File: src/rtl/psa_pkg.sv
// psa_pkg: shared constants, FSM state type and saturation limits for the parallel sub-word subtractor.
package psa_pkg;
    localparam int LANE_W = 4;
    localparam int LANES  = 4;
    localparam int DATA_W = LANE_W * LANES;
    typedef enum logic [1:0] {IDLE, RUN, DONE} state_t;
    localparam logic [LANE_W-1:0] SAT_POS = 4'b0111;
    localparam logic [LANE_W-1:0] SAT_NEG = 4'b1000;
endpackage

File: src/rtl/psub_lane_4bit.sv
// psub_lane_4bit: combinational signed lane subtract y = a - b with overflow flag.
//   a, b : lane operands (signed two's complement)
//   y    : lane difference (saturated on overflow when PSUB_SAT_EN is defined, raw wrap otherwise)
//   ovfl : signed overflow of a - b
module psub_lane_4bit
    import psa_pkg::*;
(
    input  logic [LANE_W-1:0] a,
    input  logic [LANE_W-1:0] b,
    output logic [LANE_W-1:0] y,
    output logic              ovfl
);
    logic [LANE_W-1:0] d;
    assign d    = a + ~b + LANE_W'(1);
    // Overflow only possible when operand signs differ and the result sign leaves the minuend's sign.
    assign ovfl = (a[LANE_W-1] != b[LANE_W-1]) && (d[LANE_W-1] != a[LANE_W-1]);
`ifdef PSUB_SAT_EN
    assign y = ovfl ? (a[LANE_W-1] ? SAT_NEG : SAT_POS) : d;
`else
    assign y = d;
`endif
endmodule

File: src/rtl/psub_16bit_seq.sv
// psub_16bit_seq: handshaked multi-cycle subtractor, four signed 4-bit lanes, one lane per clock, LSB lane first.
//   clk, rst             : clock, synchronous active-high reset
//   in_valid / in_ready  : operand handshake (in_ready high only in IDLE)
//   A, B                 : packed minuend / subtrahend lanes
//   out_valid / out_ready: result handshake (out_valid high only in DONE)
//   Diff, lane_ovfl      : packed lane differences, per-lane overflow flags
//   Error                : OR of lane_ovfl
//   Build option PSUB_SAT_EN: saturate overflowed lanes instead of wrapping.
module psub_16bit_seq
    import psa_pkg::*;
(
    input  logic              clk,
    input  logic              rst,
    input  logic              in_valid,
    output logic              in_ready,
    input  logic [DATA_W-1:0] A,
    input  logic [DATA_W-1:0] B,
    output logic              out_valid,
    input  logic              out_ready,
    output logic [DATA_W-1:0] Diff,
    output logic [LANES-1:0]  lane_ovfl,
    output logic              Error
);
    state_t            state_q, state_d;
    logic [1:0]        lane_cnt_q, lane_cnt_d;
    logic [DATA_W-1:0] a_q, a_d, b_q, b_d, diff_q, diff_d;
    logic [LANES-1:0]  ovfl_q, ovfl_d;
    logic [LANE_W-1:0] lane_y;
    logic              lane_ov;

    // Single lane unit shared across lanes through the lane_cnt select.
    psub_lane_4bit u_lane (
        .a    (a_q[lane_cnt_q*LANE_W +: LANE_W]),
        .b    (b_q[lane_cnt_q*LANE_W +: LANE_W]),
        .y    (lane_y),
        .ovfl (lane_ov)
    );

    always_comb begin
        state_d    = state_q;
        lane_cnt_d = lane_cnt_q;
        a_d        = a_q;
        b_d        = b_q;
        diff_d     = diff_q;
        ovfl_d     = ovfl_q;
        case (state_q)
            IDLE: if (in_valid) begin
                a_d        = A;
                b_d        = B;
                lane_cnt_d = '0;
                diff_d     = '0;
                ovfl_d     = '0;
                state_d    = RUN;
            end
            RUN: begin
                diff_d[lane_cnt_q*LANE_W +: LANE_W] = lane_y;
                ovfl_d[lane_cnt_q]                  = lane_ov;
                lane_cnt_d                          = lane_cnt_q + 2'd1;
                state_d = (lane_cnt_q == 2'(LANES-1)) ? DONE : RUN;
            end
            DONE: state_d = out_ready ? IDLE : DONE;
            default: state_d = IDLE;
        endcase
    end

    always_ff @(posedge clk) begin
        if (rst) begin
            state_q    <= IDLE;
            lane_cnt_q <= '0;
            a_q        <= '0;
            b_q        <= '0;
            diff_q     <= '0;
            ovfl_q     <= '0;
        end else begin
            state_q    <= state_d;
            lane_cnt_q <= lane_cnt_d;
            a_q        <= a_d;
            b_q        <= b_d;
            diff_q     <= diff_d;
            ovfl_q     <= ovfl_d;
        end
    end

    assign in_ready  = (state_q == IDLE);
    assign out_valid = (state_q == DONE);
    assign Diff      = diff_q;
    assign lane_ovfl = ovfl_q;
    assign Error     = |ovfl_q;
endmodule

File: config.mk
export PLATFORM = sky130hd
export DESIGN_NAME = psub_16bit_seq
export DESIGN_NICKNAME = d
export VERILOG_FILES = /design/src/rtl/psa_pkg.sv /design/src/rtl/psub_lane_4bit.sv /design/src/rtl/psub_16bit_seq.sv
export SDC_FILE = /design/constraint.sdc
export NUM_CORES = 1
export LEC_CHECK = 0
export BUFFER_PORTS_ARGS = -buffer_cell sky130_fd_sc_hd__clkbuf_2
export CAP_MARGIN = 20
export CORE_MARGIN = 2
export CORE_UTILIZATION = 59
export CTS_BUF_LIST = sky130_fd_sc_hd__clkbuf_4
export DETAILED_ROUTE_END_ITERATION = 6
export PLACE_DENSITY_LB_ADDON = 0.15
export SETUP_SLACK_MARGIN = 0.15
export SYNTH_ARGS = -nofsm -noshare
export SYNTH_HDL_FRONTEND = slang
export SYNTH_SLANG_ARGS = --single-unit
File: constraint.sdc
create_clock -name clk -period 7.21 [get_ports clk]
set_clock_uncertainty 0.2 [all_clocks]
set_input_delay 1.0815 -clock clk [delete_from_list [all_inputs] [get_ports clk]]
set_output_delay 1.0815 -clock clk [all_outputs]
set_load 0.01 [all_outputs]
==> results.yml <==
status:
  status: "completed"
drt:
  drc: 0
  ant_nets: 0
  avgViaCountPerCell: 5.53
  drt-initial-drc-count: 132
  dr_total_vias: 2156
  dr.pass1.iters: 5
  routedWlPerCell_um: 13.9
  routed_wl_mm: 5.44
global_routing:
  first_global_vias: 1973
  grt_pass1_wl_mm: 9.35
  antenna_found_initial: 0
  grt_usage_pct: 24.0
  grt_overflow_total: 0
  grt_start_max_net_pins: 61
die:
  coreArea_mm2: 0.00406
  initial_core_util_pct: 61.8
  die_w_um: 69.2
  io_pins: 59
  dieArea_mm2: 0.00479
  rows: 23
  dieHeight_um: 69.2
clocking:
  clock-sinks: 56
  cts_root_buf: "clkbuf_4"
  cts.repair_timing.setup_buffer_count: 0
  clkLatencyLatePin_ns: 0.37
  ctsResizeCount: 0
  holdBufCountCts: 0
  cts_max_path_buffers: 2
  numCtsBuffers: 5
  htree_levels: 2
  clk_pin_slew_ns: 0.14
  cts_tree: "done"
setup_path:
  crit_type: "reg2reg"
  reg2reg_setup_slack_ns: 3.93
  r2r-end: "lane_ovfl[1]"
  r2r-start: "lane_cnt_q[0]"
  worstPathMaxFanout: 14
  crit_end: "lane_ovfl[1]"
  cp_data_required_time_ns: 7.29
  reg2reg_depth: 8
  cp-startpoint: "lane_cnt_q[0]"
  startpoint_type: "register"
  arrival_ns: 3.36
  end_kind: "register"
placement:
  place_inst: 381
  place.gp.congestion: 0.844
  io_buffer_count: 58
  hpwlAfterDp_mm: 3.98
  dpl_worst_slack_ns: 3.91
timing:
  finalSetupTns_ns: 0
  tightest_slew_ns: 1.01
  final.period_utilization_pct: 45.4
  setup_ws_ns: 3.93
  maxSlewHeadroom_pct: 32.3
  finalHoldViolations: 0
  post-route-min-period_ns: 3.28
  fmax_mhz: 305
  rsz0062_at_grt: "no"
  slew_viol_final: 0
  setup_viol: 0
power_and_ir_drop:
  ir_worst_vdd_mv: 0.118
  power_density_mw_per_mm2: 197
  p_leak_nw: 1.23
synth:
  ys_seq_elements: 56
  synth_seq_area_share_pct: 44.7
  synthMostInstantiatedCell: "nand2_1"
  ys.flop_type: "dfxtp_1"
  yosysUniqueCellTypes: 32
  synth.avg_cell_area_um2: 8.65
  synth_top_cells_by_area: "dfxtp_1 (45%), nand2_1 (11%), a21oi_1 (7.2%)"
  yosysWarnings: 0
  synthTopCellsByCount: "nand2_1 (73), dfxtp_1 (56), a21oi_1 (36)"
  synth.top_cell.area_share_pct: 44.7
  synthCells: 290
  async_flop_share_pct: 0
  syn-num-nets: 334
  yosys.area.top_type: "dfxtp_1"
  synth_edf_count: 0
  netlist_area_mm2: 0.00251
finish:
  fillers: 345
  n_antenna_cell: 0
  drive_above_1_share_pct: 22.9
  layout.nets: 384
  fin_cells: 390
  syn2layout_area_growth_pct: 15.0
min_path:
  whs_path_depth: 2
  hp-class: "reg2reg"
  hold_path.startpoint: "b_q[8]"
run:
  cap_violations: 0
## cells by family (layout without fill, tap and decap cells)
kind of cell	after synthesis	in the layout	synth area share (%)
flip-flops	56	56	44.7
AO/OA/AOI/OAI	63	63	15.8
XOR/XNOR	3	3	1.65
multiplexers	8	8	7.18
adder cells (fa/ha/maj)	8	8	4.29
buffers and inverters	24	74	3.99
AND/OR/NAND/NOR	128	128	22.4
## state kept, by name, summed over array words and instances, names as in the netlist
register    flops
Diff           16
a_q            16
b_q            16
lane_ovfl       4
lane_cnt_q      2
state_q         2
## how the worst min path moves through the flow
stage | end | slack (ns)
3_5_place_dp | b_q[11] | 0.25
6_report | b_q[8] | 0.26
3_3_place_gp | b_q[11] | 0.24
5_1_grt | a_q[1] | 0.29
4_1_cts | b_q[11] | 0.26
2_1_floorplan | a_q[10] | 0.23
## metrics by stage
| step | total power, mW | area [um2] | utilization [%] | hold WS, ns |
|---|---|---|---|---|
| after floorplan | 0.410 | 2510 | - | 0.233 |
| after global placement | 0.437 | 2790 | 68.7 | 0.241 |
| after detailed placement | 0.440 | 2790 | 68.7 | 0.245 |
| after CTS | 0.569 | 2840 | 69.9 | 0.264 |
| after global routing | 0.599 | 2890 | 71.1 | 0.285 |
| final | 0.570 | 2890 | 71.1 | 0.264 |
## placed cells by master, fill, tap and decap left out, types with 5 or more instances in the layout
master / count
nor4_1: 6
nand3_1: 5
clkbuf_4: 6
clkbuf_2: 58
mux4_2: 8
a22oi_1: 9
nand2_1: 73
ha_1: 7
dfxtp_1: 56
inv_1: 7
nor2b_1: 9
a21oi_1: 36
nand2b_1: 5
nor2_1: 22
## routing by layer
metal / routed length [um] / global-route usage (%)
met1: 2700 / 35.8
met2: 2430 / 35.4
met3: 218 / 4.07
met4: 90 / 8.50
met5: 0 / 0
## worst max-delay path, stage by stage (launching register included)
cell and delay [ns]:
dfxtp_1 0.81, mux4_2 0.58, inv_1 0.11, ha_1 0.23, nor2b_1 0.12, o21ai_0 0.27, nor2b_1 0.39, o22ai_2 0.19
a32o_1 0.27
## power breakdown
| group | leakage, nW | total (mW) | switching (mW) | internal [mW] |
|---|---|---|---|---|
| combinational | 0.738 | 0.104 | 0.0599 | 0.0437 |
| clock | 0.0315 | 0.132 | 0.0921 | 0.0400 |
| sequential | 0.457 | 0.334 | 0.0109 | 0.323 |
| total | 1.23 | 0.570 | 0.163 | 0.407 |
## cell type report
cell class | instances | area [um2] | share of cell area [%]
Clock buffer | 6 | 45.0 | 1.56
Inverter | 7 | 26.3 | 0.911
Sequential cell | 56 | 1120 | 38.9
Multi-Input combinational cell | 210 | 1290 | 44.6
Tap cell | 50 | 62.6 | 2.17
Clock inverter | 1 | 5.00 | 0.173
Timing Repair Buffer | 60 | 338 | 11.7
Power figures use the tool's default switching activity.
